$ cat src/rtl/fetch_pkg.sv
// Shared types and default sizes for the 9-bit core fetch front end.
package fetch_pkg;

    localparam int D_DEF     = 12;  // program counter width
    localparam int W_DEF     = 9;   // machine code width
    localparam int DEPTH_DEF = 4;   // fetch queue entries

    typedef enum logic [1:0] {
        IDLE,
        FETCH,
        DRAIN,
        HALTED
    } fetch_state_t;

    // One queued instruction together with the address it was fetched from.
    typedef struct packed {
        logic [D_DEF-1:0] pc;
        logic [W_DEF-1:0] instr;
    } fetch_entry_t;

endpackage

$ cat src/rtl/fetch_fifo.sv
// Small synchronous FIFO of fetch entries. Flush wins over push and pop.
module fetch_fifo
    import fetch_pkg::*;
#(
    parameter int DEPTH = DEPTH_DEF
) (
    input  logic                     clk,
    input  logic                     reset,
    input  logic                     push,
    input  logic                     pop,
    input  logic                     flush,
    input  fetch_entry_t             wdata,
    output fetch_entry_t             head,
    output logic                     full,
    output logic                     empty,
    output logic [$clog2(DEPTH):0]   count
);

    localparam int AW = $clog2(DEPTH);
    localparam logic [AW:0] FULL_CNT = (AW + 1)'(DEPTH);

    fetch_entry_t    mem [DEPTH];
    logic [AW-1:0]   wr_ptr;
    logic [AW-1:0]   rd_ptr;
    logic            do_push;
    logic            do_pop;

    assign full    = (count == FULL_CNT);
    assign empty   = (count == '0);
    assign do_push = push && (!full || pop);
    assign do_pop  = pop && !empty;
    assign head    = mem[rd_ptr];

    // Storage, pointers and occupancy; pointers wrap naturally at DEPTH.
    always_ff @(posedge clk) begin
        // NOTE: state updates use <= so every register samples pre-edge values.
        if (!reset) begin
            // NOTE: the storage is reset too, so the head fields never show X.
            for (int i = 0; i < DEPTH; i++) begin
                mem[i] <= '0;
            end
            wr_ptr <= '0;
            rd_ptr <= '0;
            count  <= '0;
        end else if (flush) begin
            wr_ptr <= '0;
            rd_ptr <= '0;
            count  <= '0;
        end else begin
            if (do_push) begin
                mem[wr_ptr] <= wdata;
                wr_ptr      <= wr_ptr + 1'b1;
            end
            if (do_pop) begin
                rd_ptr <= rd_ptr + 1'b1;
            end
            case ({do_push, do_pop})
                2'b10:   count <= count + 1'b1;
                2'b01:   count <= count - 1'b1;
                default: count <= count;
            endcase
        end
    end

endmodule

$ cat src/rtl/fetch_stage.sv
// Fetch front end: owns the PC, drives the ROM, queues words for decode.
// D and W must match the package defaults because the queue entry is packed
// with those widths.
module fetch_stage
    import fetch_pkg::*;
#(
    parameter int D       = D_DEF,
    parameter int W       = W_DEF,
    parameter int DEPTH   = DEPTH_DEF,
    parameter int HALT_PC = 128
) (
    input  logic         clk,
    input  logic         reset,
    input  logic         req,
    output logic [D-1:0] rom_addr,
    input  logic [W-1:0] rom_data,
    input  logic         jump_en,
    input  logic [D-1:0] jump_target,
    output logic         dec_valid,
    output logic [W-1:0] dec_instr,
    output logic [D-1:0] dec_pc,
    input  logic         dec_ready,
    output logic         done
);

    localparam logic [D-1:0] HALT_ADDR = D'(HALT_PC);

    fetch_state_t            state;
    fetch_state_t            state_next;
    logic [D-1:0]            pc;
    logic [D-1:0]            pc_next;
    logic                    push;
    logic                    pop;
    logic                    flush;
    logic                    q_full;
    logic                    q_empty;
    logic [$clog2(DEPTH):0]  q_count;
    fetch_entry_t            wr_entry;
    fetch_entry_t            head;

    assign rom_addr  = pc;
    assign wr_entry  = '{pc: pc, instr: rom_data};
    assign dec_valid = !q_empty;
    assign dec_instr = head.instr;
    assign dec_pc    = head.pc;
    assign pop       = dec_valid && dec_ready;

    fetch_fifo #(
        .DEPTH (DEPTH)
    ) u_fifo (
        .clk   (clk),
        .reset (reset),
        .push  (push),
        .pop   (pop),
        .flush (flush),
        .wdata (wr_entry),
        .head  (head),
        .full  (q_full),
        .empty (q_empty),
        .count (q_count)
    );

    // Next state, next pc and queue control; a jump beats the halt address.
    always_comb begin
        // NOTE: every output gets a default first so no latch can be inferred.
        state_next = state;
        pc_next    = pc;
        push       = 1'b0;
        flush      = 1'b0;
        case (state)
            IDLE: begin
                if (req) begin
                    state_next = FETCH;
                    pc_next    = '0;
                end
            end
            FETCH: begin
                if (jump_en) begin
                    flush   = 1'b1;
                    pc_next = jump_target;
                end else if (pc == HALT_ADDR) begin
                    state_next = DRAIN;
                end else begin
                    push = !q_full || pop;
                    if (push) begin
                        pc_next = pc + 1'b1;
                    end
                end
            end
            DRAIN: begin
                if (jump_en) begin
                    flush      = 1'b1;
                    pc_next    = jump_target;
                    state_next = FETCH;
                end else if (q_count == '0) begin
                    state_next = HALTED;
                end
            end
            HALTED: begin
                if (!req) begin
                    state_next = IDLE;
                end
            end
            default: state_next = IDLE;
        endcase
    end

    // State, pc and the registered done flag that tracks the HALTED state.
    always_ff @(posedge clk) begin
        if (!reset) begin
            state <= IDLE;
            pc    <= '0;
            done  <= 1'b0;
        end else begin
            state <= state_next;
            pc    <= pc_next;
            done  <= (state_next == HALTED);
        end
    end

endmodule

$ cat config.mk
export PLATFORM = sky130hd
export DESIGN_NAME = fetch_stage
export DESIGN_NICKNAME = d
export VERILOG_FILES = /design/src/rtl/fetch_pkg.sv /design/src/rtl/fetch_fifo.sv /design/src/rtl/fetch_stage.sv
export SDC_FILE = /design/constraint.sdc
export NUM_CORES = 1
export LEC_CHECK = 0
export BUFFER_PORTS_ARGS = -buffer_cell sky130_fd_sc_hd__buf_2
export CORE_ASPECT_RATIO = 0.8
export CORE_MARGIN = 2
export CORE_UTILIZATION = 40
export DETAILED_ROUTE_END_ITERATION = 16
export MAX_ROUTING_LAYER = met4
export SLEW_MARGIN = 20
export SYNTH_ARGS = -nofsm -noshare
export SYNTH_HDL_FRONTEND = slang
export SYNTH_SLANG_ARGS = --single-unit
export TNS_END_PERCENT = 5
$ cat constraint.sdc
create_clock -name clk -period 3.6 [get_ports clk]
set_input_delay 0.72 -clock clk [delete_from_list [all_inputs] [get_ports clk]]
set_output_delay 0.72 -clock clk [all_outputs]
set_load 0.005 [all_outputs]
==> Yosys cells after proc, flatten, opt, wreduce, memory -nomap -nowiden <==
Memories as Yosys holds them, arrays and structs flattened. A register that Yosys moved wholly into a read port is not among the register bits.
Cells that the tools add are included.
{ "totals": {"ff_bits": 22, "mem_bits_rw": 84, "inputBits": 26, "memories": 1} }
{ "memory_table": {"columns": ["memory", "words", "width", "read_ports", "rd_ports_with_merged_regs", "wr", "line", "text"], "rows": [
  ["u_fifo.mem", 4, 21, 1, 1, 4, "fetch_fifo.sv:22", "fetch_entry_t mem [DEPTH];"]
]} }
{ "classes": {"addsub": 5, "eq_ne": 12, "n_mux": 29, "bitwise_logic": 1, "n_reduce_logical": 14} }
{ "op_table": {"columns": ["operator", "n"], "rows": [
  ["two-way mux 12 bit", 5],
  ["one-hot mux 12 bit (3 select lines)", 1],
  ["two-way mux 21 bit", 1],
  ["OR reduction 21 bit", 1],
  ["two-way mux 2 bit", 9],
  ["adder 12 x 1 -> 12 bit (second input constant)", 1],
  ["equality test 12 x 8 -> 1 bit (second input constant)", 1],
  ["two-way mux 1 bit", 11],
  ["equality test 2 bit (second input constant)", 4],
  ["one-hot mux 2 bit (4 select lines)", 1],
  ["!= test 3 bit (second input constant)", 2],
  ["one-hot mux 3 bit (2 select lines)", 1],
  ["AND reduction 5 bit", 1],
  ["adder 2 x 1 -> 2 bit (second input constant)", 2],
  ["equality test 2 x 1 -> 1 bit (second input constant)", 2],
  ["!= test 2 bit (second input constant)", 2],
  ["OR reduction 2 bit", 2],
  ["adder 3 x 1 -> 3 bit (second input constant)", 1],
  ["equality test 3 bit (second input constant)", 1],
  ["logical AND 1 bit", 3],
  ["logical NOT 3 bit", 1],
  ["nonzero test 3 bit", 1],
  ["subtractor 3 x 1 -> 3 bit (second input constant)", 1],
  ["logical NOT 1 bit", 2],
  ["other kinds (4)", 4]
]} }

==> Logic depth before layout (Yosys ltp) <==
Gate-level depths: netlist (run 1).
{ "depth": {"word_depth": 14, "mapped_depth": 12} }

==> Cells and area by module <==
From an unflattened synthesis (run 1), not the netlist that was laid out.
{ "unflattened": {"cells_unflattened": 397, "area_unflattened_um2": 5331.4} }
{ "by_module_without_submodules": {"columns": ["module", "n_inst", "cells_per_inst", "area_each_um2", "seq_area_each_um2"], "rows": [
  ["fetch_fifo", 1, 258, 4174.0, 2702.6],
  ["fetch_stage", 1, 139, 1157.4, 300.3]
]} }

==> Worst setup path after synthesis (run 1) <==
No wires, ideal clock.
{ "synth_timing": {"path_type": "input to register", "from": "in jump_en", "to": "mem u_fifo.mem[0][0] (netlist bit) (enable)", "arrival_ns": 3.233, "setup_slack_ns": -0.065, "path_stages": 6, "n_path_buf": 3, "cell_sequence": "buf_2 -> nor2b_1 -> buf_2 -> buf_1 -> nand3_1 -> o31ai_1"} }
{ "synth_lines": {"columns": ["item", "line", "text"], "rows": [
  ["from (decl)", "fetch_stage.sv:17", "input logic jump_en,"],
  ["to (decl)", "fetch_fifo.sv:22", null]
]} }

==> Worst setup path after layout (run 1) <==
{ "layout_timing": {"from": "reg pc[0], in the netlist rom_addr[0]", "to": "reg u_fifo.count[2]"} }
{ "layout_via": {"elab_chain_cells": 7, "elab_cells_between_ends": 9, "classes_between": "3 x eq/ne; 4 x mux; 2 x reduce/logical"} }
{ "layout_lines": {"columns": ["item", "line", "text"], "rows": [
  ["from (decl)", "fetch_stage.sv:30", "logic [D-1:0] pc;"],
  ["from (signal assigned)", "fetch_stage.sv:116", "pc <= pc_next;"],
  ["equality test 12 x 8 -> 1 bit (*)", "fetch_stage.sv:81", "end else if (pc == HALT_ADDR) begin"],
  ["two-way mux 1 bit (*)", "fetch_stage.sv:81", null],
  ["two-way mux 1 bit (*)", "fetch_stage.sv:78", "if (jump_en) begin"],
  ["two-way mux 1 bit (*)", "fetch_stage.sv:70", "case (state)"],
  ["logical AND 1 bit (*)", "fetch_fifo.sv:30", "assign do_push = push && (!full || pop);"],
  ["equality test 2 x 1 -> 1 bit / equality test 2 bit (equally long branches)", "fetch_fifo.sv:57", "case ({do_push, do_pop})"],
  ["one-hot mux 3 bit (2 select lines) / nonzero test 2 bit (equally long branches)", null, null],
  ["to (signal assigned)", "fetch_fifo.sv:58", "2'b10: count <= count + 1'b1;"],
  ["to (signal assigned)", "fetch_fifo.sv:59", "2'b01: count <= count - 1'b1;"],
  ["to (signal assigned)", "fetch_fifo.sv:60", "default: count <= count;"],
  ["to (decl)", "fetch_fifo.sv:16", "output logic [$clog2(DEPTH):0] count"]
]} }
Every way passes the cells marked *; elsewhere a longest branch is shown, timed or not.
A chain may end at the register's enable or synchronous reset.

==> results of run 1 <==
[layout make-up]
| type | count | area, um2 |
|---|---|---|
| fillers | 1195 | 6770 |
| flip-flops and latches | 108 | 3000 |
| multi-input cells | 263 | 2140 |
| repair buffers | 75 | 413 |
| clock buffers | 9 | 225 |
| well taps | 175 | 219 |
| inverters | 14 | 52.6 |
| clock inverters | 6 | 46.3 |
[worst max-delay path by stage]
stage / start / end / slack, ps / depth (start not counted)
2_1_floorplan: jump_en / u_fifo.mem[2][0] / 7 / 6
3_3_place_gp: rom_addr[0] / u_fifo.count[2] / 690 / 11
3_5_place_dp: rom_addr[0] / u_fifo.count[2] / 520 / 11
4_1_cts: rom_addr[0] / u_fifo.count[2] / 460 / 11
5_1_grt: rom_addr[0] / u_fifo.count[2] / 280 / 11
6_report: rom_addr[0] / u_fifo.count[2] / 480 / 11
[cell usage after synthesis (5+ instances only)]
cell      instances
dfxtp_1          24
nand2_1          13
buf_2             6
ha_1              8
nor2_1            9
edfxtp_1         84
inv_1            14
and2_1           78
nand4_1           5
o211ai_1          6
a21oi_1           8
o21ai_0          11
mux4_2           21
nor4_1            9
nor3_1            8
or3_1             5
nand3_1           9
clkbuf_1         22
o22ai_1           7
[power by group through the flow]
stage / clock network, mW / registers [mW] / logic (mW)
6_report: 0.925 / 1.48 / 0.652
5_1_grt: 0.998 / 1.50 / 0.719
4_1_cts: 0.949 / 1.48 / 0.661
3_5_place_dp: 0 / 1.51 / 0.661
3_3_place_gp: 0 / 1.51 / 0.650
2_1_floorplan: 0 / 1.50 / 0.443
[registers in the layout, summed over array words and instances, names as in the netlist, named ones only]
signal         count
rom_addr          12
state              2
done               1
u_fifo.rd_ptr      2
u_fifo.wr_ptr      2
u_fifo.count       3
u_fifo.mem        84
[worst max-delay path: stages (launching register included)]
cell and delay [ps]:
dfxtp_1 370, inv_1 150, ha_1 170, nor4b_1 550, nand3_1 240, nand3_1 270
ha_1 250, inv_1 60, fa_1 380, xor2_1 170, or3_1 320, a21oi_1 140
[cell families after synthesis]
family / after synthesis / share of synthesized area
AOI/OAI and AO/OA: 68 / 0.0922
xor gates and xnor gates: 7 / 0.0116
adders and majority gates: 9 / 0.0228
buffers and inverters: 43 / 0.0320
DFF: 108 / 0.569
muxes: 21 / 0.0896
and+or+nand+nor: 158 / 0.183
[per-stage QoR]
step           power (mW)  cells  hold slack [ps]  instance area, um2  setup slack, ps
6_report             3.06    650              516                6100              475
5_1_grt              3.21    650              565                6100              276
4_1_cts              3.09    650              520                6100              459
3_5_place_dp         2.17    635              512                5830              521
3_3_place_gp         2.16    635              496                5830              691
2_1_floorplan        1.94    414              475                5280             7.13
[routing by layer]
layer	GRT usage	share of wire	up-vias
met5	-	0	-
met4	0.0461	0.012	0
met3	0.0478	0.061	12
met2	0.299	0.47	124
met1	0.249	0.45	1744
li1	-	-	1673
==> flow_summary.toml, run 1 <==
[outcome]
outcome = "completed"

[grt]
grt_max_degree = 22
overflow = 0
antenna_found_initial = 0
grt_first_pass_wirelength_mm = 20.0
grtUsageTotal = 0.189
grt_pass1_vias = 3726

[power]
p_comb_frac = 0.213
switching_share = 0.284
p_leak_nw = 2.26
p_int_mw = 2.19
power_frac_clock = 0.302
seq_power_share = 0.485
vdd_drop_max_uv = 337
power_density_mw_per_mm2 = 502
p_switching_mw = 0.869

[sta]
maxSlewHeadroom = 0.555
fmax_mhz = 320
finClkSkew_ps = 10.3
drv_slew = 0
layout_min_cycle_time_ps = 3120
rsz0062_at_grt = "false"
tightestPinTransition_ps = 658
setup_violations = 0
hold_violations = 0
setup_tns_ps = 0
finalCritPeriodShare = 0.868

[synthesis]
syn_inst = 414
ys_top_cells_by_area = "edfxtp_1, and2_1, dfxtp_1"
avgSynthCellArea_um2 = 12.8
synth-main-ff-cell = "edfxtp_1"
ys_ff_latch = 108
yosysWarnings = 0
synth.yosys.seq_area_share = 0.569
syn-num-nets = 449
syn_area_mm2 = 0.00528
yosysTopAreaCellShare = 0.478
synth_cell_type_count = 54
yosys.area.top_type = "edfxtp_1"
synth-edff-count = 84
synth-async-reset-ratio = 0

[die]
rows = 37
die_x_um = 132
die_area_mm2 = 0.0141
start_util = 0.410
die_h_um = 107
core_mm2 = 0.0129
ios = 61

[cts]
htree_levels = 3
postCtsHoldBufs = 0
cts_tree = "done"
clockRootBuffer = "clkbuf_16"
cts-resized-gates = 0
insertion_delay_ps = 340
clock_path_buffers = 2
post_cts_buffers = 0
clk_pin_slew_ps = 70
clkSinkCount = 108
numCtsBuffers = 9

[cells_and_area]
layout_common_cells = "edfxtp_1, and2_1, buf_2"
mostFrequentLayoutCell = "edfxtp_1"
diodes = 0
utilization = 0.474
areaGrowthSynthToFinish_pct = 15.6
nets = 506
drive_gt1_frac = 0.261

[drt]
routed_wl_mm = 12.4
routedWlPerCell_um = 19.0
vias_per_cell = 5.47
drt.antenna.violating_nets = 0
dr.pass1.iters = 4
dr.first_iter.drc_count = 252
routed-via-count = 3553
post-route-drc-count = 0

[critical_path]
r2r_cells = 11
startpoint_type = "register"
path_class = "reg -> reg"
cp.required_ps = 3870
cp_max_fo = 8
regToRegEndpoint = "u_fifo.count[2]"
critPathArrivalTime_ps = 3390
rrSetupSlack_ps = 480
worst_setup_path_end_kind = "register"
worstReg2RegStart = "rom_addr[0]"

[placed_design]
portBuffers = 60
dp_hpwl_mm = 8.07
routabilityCongestion = 0.910

[worst_hold_path]
min_to = "u_fifo.count[2]"
min_from = "u_fifo.count[2]"
hold_path_class = "reg -> reg"
hold_depth = 2

[job]
drv_cap = 0
No activity file was read; power rests on OpenSTA's default activity.
==> run 2: changes to the inputs <==
--- a/config.mk
+++ b/config.mk
@@ -8,9 +8,10 @@
 export BUFFER_PORTS_ARGS = -buffer_cell sky130_fd_sc_hd__buf_2
 export CORE_ASPECT_RATIO = 0.8
 export CORE_MARGIN = 2
-export CORE_UTILIZATION = 40
+export CORE_UTILIZATION = 45
 export DETAILED_ROUTE_END_ITERATION = 16
 export MAX_ROUTING_LAYER = met4
+export PLACE_DENSITY = 0.67
 export SLEW_MARGIN = 20
 export SYNTH_ARGS = -nofsm -noshare
 export SYNTH_HDL_FRONTEND = slang
==> flow_summary.toml, run 2 (synthesis gave the netlist of run 1 again) <==
[sta]
layout_min_cycle_time_ps = 3010
rsz0062_at_grt = "false"
worst_slack_ps = 585
finClkSkew_ps = 9.37
setup_tns_ps = 0
drv_slew = 0
fmax_mhz = 332
setup_violations = 0
hold_ws_ps = 532
tightestPinTransition_ps = 752
maxSlewHeadroom = 0.498
finalCritPeriodShare = 0.837
hold_violations = 0

[grt]
grt_first_pass_wirelength_mm = 18.9
grtUsageTotal = 0.202
grt_max_degree = 22
grt_pass1_vias = 3513
overflow = 0
antenna_found_initial = 0

[cts]
postCtsHoldBufs = 0
clockRootBuffer = "clkbuf_16"
post_cts_buffers = 0
clock_path_buffers = 2
insertion_delay_ps = 350
cts_tree = "done"
clk_pin_slew_ps = 70
cts-resized-gates = 0
numCtsBuffers = 9
clkSinkCount = 108
htree_levels = 3

[power]
p_leak_nw = 2.25
power_density_mw_per_mm2 = 518
vdd_drop_max_uv = 255

[die]
rows = 35
die_x_um = 125
core_mm2 = 0.0115
die_h_um = 101
ios = 61
die_area_mm2 = 0.0126
start_util = 0.460

[critical_path]
cp_top_family = "simple AND/OR/NAND/NOR gates"
worst_setup_path_end_kind = "register"
cp.required_ps = 3880
critPathArrivalTime_ps = 3290
r2r_cells = 11
crit_chain = "inv_1 > ha_1 > nor4b_1 > nand3_1 > nand3_1 > ha_1 > inv_1 > fa_1 > xor2_1 > or3_1 > a21oi_1"
cp.depth = 11
path_buf_inv = 2
path_class = "reg -> reg"
critical-path-max-stage-delay_ps = 500
startpoint_type = "register"
crit_slowest_cell = "nor4b_1"
cp_max_fo = 8

[cells_and_area]
largest_register = "u_fifo.mem"
areaGrowthSynthToFinish_pct = 15.2
mostFrequentLayoutCell = "edfxtp_1"
layout_common_cells = "edfxtp_1, and2_1, buf_2"
nets = 503
drive_gt1_frac = 0.256
diodes = 0
largest_reg_flops = 84

[placed_design]
dp_hpwl_mm = 7.72
dp_slack_ps = 585
routabilityCongestion = 0.916
portBuffers = 60

[drt]
dr.first_iter.drc_count = 267
post-route-drc-count = 0
dr.pass1.iters = 5
drt.antenna.violating_nets = 0
vias_per_cell = 5.72
routed_wl_mm = 11.9
routed-via-count = 3552
routedWlPerCell_um = 19.1

[worst_hold_path]
hold_depth = 2
hold_path_class = "reg -> reg"

[outcome]
outcome = "completed"

[job]
drv_cap = 0
run 2: cell types whose count changed in the layout (fill, tap and decap cells not counted), sizes merged:
cell	delta
bufinv	+1
clkinv	-1
buf	-3
clkbuf	+1
run 2: per-layer routing:
metal | track usage | wire length, um | vias to the layer above
met5 | - | 0 | -
met4 | 0.0487 | 126 | 0
met3 | 0.0563 | 679 | 12
met2 | 0.314 | 5610 | 115
met1 | 0.266 | 5480 | 1748
li1 | - | - | 1677
run 2: path summary, 6_finish.rpt:
kind | start | endpoint | slack [ps]
worst min register to register | u_fifo.rd_ptr[1] | u_fifo.rd_ptr[1] | 530
worst max register to register | rom_addr[0] | u_fifo.count[2] | 590
worst min-delay path | u_fifo.rd_ptr[1] | u_fifo.rd_ptr[1] | 530
worst max-delay path | rom_addr[0] | u_fifo.count[2] | 590
run 2: layout make-up:
| cell class | count | area (um2) |
|---|---|---|
| fill | 992 | 5390 |
| sequential | 108 | 3000 |
| multi-input combinational | 263 | 2140 |
| timing repair buffer | 72 | 390 |
| clock buffer | 10 | 229 |
| tap | 148 | 185 |
| clock inverter | 6 | 77.6 |
| inverter | 14 | 52.6 |
run 2: where the power goes:
group / internal, mW / leakage (nW) / switching, mW / total, mW
logic: 0.284 / 1.04 / 0.360 / 0.645
registers: 1.43 / 1.07 / 0.0555 / 1.49
clock network: 0.554 / 0.147 / 0.464 / 1.02
total: 2.27 / 2.25 / 0.880 / 3.15
run 2: metrics by stage:
stage	power [mW]	std cells	area, um2	util
floorplan	1.94	414	5280	-
global placement	2.15	605	5780	0.503
detailed placement	2.16	605	5780	0.503
CTS	3.17	621	6080	0.530
global route	3.29	621	6080	0.530
finish	3.15	621	6080	0.530
run 2: worst register-to-register path, stage by stage, from the launching register on:
cell and delay, ps:
dfxtp_1 370, inv_1 140, ha_1 170, nor4b_1 500, nand3_1 240, nand3_1 260
ha_1 230, inv_1 60, fa_1 370, xor2_1 160, or3_1 310, a21oi_1 150
==> run 3: changes to the inputs <==
--- a/config.mk
+++ b/config.mk
@@ -11,7 +11,6 @@
 export CORE_UTILIZATION = 45
 export DETAILED_ROUTE_END_ITERATION = 16
 export MAX_ROUTING_LAYER = met4
-export PLACE_DENSITY = 0.67
 export SLEW_MARGIN = 20
 export SYNTH_ARGS = -nofsm -noshare
 export SYNTH_HDL_FRONTEND = slang
==> constraint.sdc (replaced) <==
create_clock -name clk -period 3 [get_ports clk]
set_input_delay 0.6 -clock clk [delete_from_list [all_inputs] [get_ports clk]]
set_output_delay 0.6 -clock clk [all_outputs]
set_load 0.005 [all_outputs]
==> flow_summary.toml, run 3 (synthesis gave the netlist of run 1 again) <==
[drt]
dr.pass1.iters = 5
routed-via-count = 3598
drt.antenna.violating_nets = 0
dr.first_iter.drc_count = 302
routed_wl_mm = 12.2
vias_per_cell = 5.72
post-route-drc-count = 0
routedWlPerCell_um = 19.4

[sta]
setup_violations = 0
hold_ws_ps = 537
setup_tns_ps = 0
tightestPinTransition_ps = 570
finClkSkew_ps = 9.70
drv_slew = 0
layout_min_cycle_time_ps = 2650
fmax_mhz = 377
finalCritPeriodShare = 0.883
rsz0062_at_grt = "false"
maxSlewHeadroom = 0.615
hold_violations = 0

[placed_design]
routabilityCongestion = 0.851
dp_hpwl_mm = 7.94
portBuffers = 60

[cells_and_area]
areaGrowthSynthToFinish_pct = 16.3
layout_common_cells = "edfxtp_1, and2_1, buf_2"
diodes = 0
largest_register = "u_fifo.mem"
mostFrequentLayoutCell = "edfxtp_1"
nets = 512
fill_cells = 1007
largest_reg_flops = 84
drive_gt1_frac = 0.268

[die]
die_x_um = 125
start_util = 0.460
ios = 61
core_mm2 = 0.0115
die_area_mm2 = 0.0126
rows = 35
die_h_um = 101

[power]
power_density_mw_per_mm2 = 611
p_leak_nw = 2.29
vdd_drop_max_uv = 280

[critical_path]
path_class = "reg -> reg"
worst_setup_path_end_kind = "register"
critPathArrivalTime_ps = 2940
rrSetupSlack_ps = 350
startpoint_type = "register"
cp_max_fo = 8
cp.required_ps = 3290

[worst_hold_path]
hold_path_class = "reg -> reg"

[grt]
grt_pass1_vias = 3500
grtUsageTotal = 0.210
grt_first_pass_wirelength_mm = 19.4
grt_max_degree = 22
antenna_found_initial = 0
overflow = 0

[cts]
cts_tree = "done"
clockRootBuffer = "clkbuf_16"
numCtsBuffers = 9
clk_pin_slew_ps = 70
clkSinkCount = 108
insertion_delay_ps = 350
post_cts_buffers = 0
htree_levels = 3
clock_path_buffers = 2

[outcome]
outcome = "completed"

[job]
drv_cap = 0
## run 3: stage by stage
stage / instance area, um2 / power (mW) / util / instances / setup WS, ps
after detailed placement: 5840 / 2.61 / 0.509 / 614 / 159
after CTS: 6130 / 3.78 / 0.534 / 629 / 158
final: 6140 / 3.75 / 0.535 / 629 / 350
after global routing: 6140 / 3.93 / 0.535 / 629 / 97.0
after global placement: 5840 / 2.59 / 0.509 / 614 / 278
after floorplan: 5280 / 2.33 / - / 414 / -473
## run 3: worst paths after layout
path	startpoint	endpoint	cells past startpoint
min	u_fifo.count[2]	u_fifo.count[2]	2
max reg2reg	rom_addr[1]	u_fifo.count[2]	11
min reg2reg	u_fifo.count[2]	u_fifo.count[2]	2
max	rom_addr[1]	u_fifo.count[2]	11
## run 3: per-layer routing
metal  GRT usage  up-vias  part of all wire
li1            -     1683                 -
met1       0.288     1810              0.46
met2       0.319       91              0.48
met3      0.0456       14             0.048
met4      0.0607        0             0.012
met5           -        -                 0
## run 3: critical path, cell delays in order, from the launching register on
cell and delay, ps:
dfxtp_1 370, inv_1 120, ha_1 160, nor4b_2 350, nand3_1 200, nand3_1 170
ha_1 200, inv_1 60, fa_1 370, xor2_1 150, or3_1 310, a21oi_1 140
## run 3: what timing repair did
item | CTS | global route
gates resized for setup | 0 | 1
endpoints found under the setup margin | 0 | 1
hold buffers | 0 | 0
## run 3: area by class of cell
class,instances,area [um2],share of cell area
clock buffer,9,225,0.0367
clock inverter,6,62.6,0.0102
inverter,14,52.6,0.00856
multi-input combinational,263,2150,0.350
sequential,108,3000,0.489
tap,148,185,0.0302
timing repair buffer,81,458,0.0746
## run 3: power by group
group	internal (mW)	switching (mW)	leakage (nW)	total (mW)
sequential	1.72	0.0600	1.07	1.78
combinational	0.349	0.438	1.09	0.787
clock	0.644	0.541	0.137	1.18
total	2.71	1.04	2.29	3.75
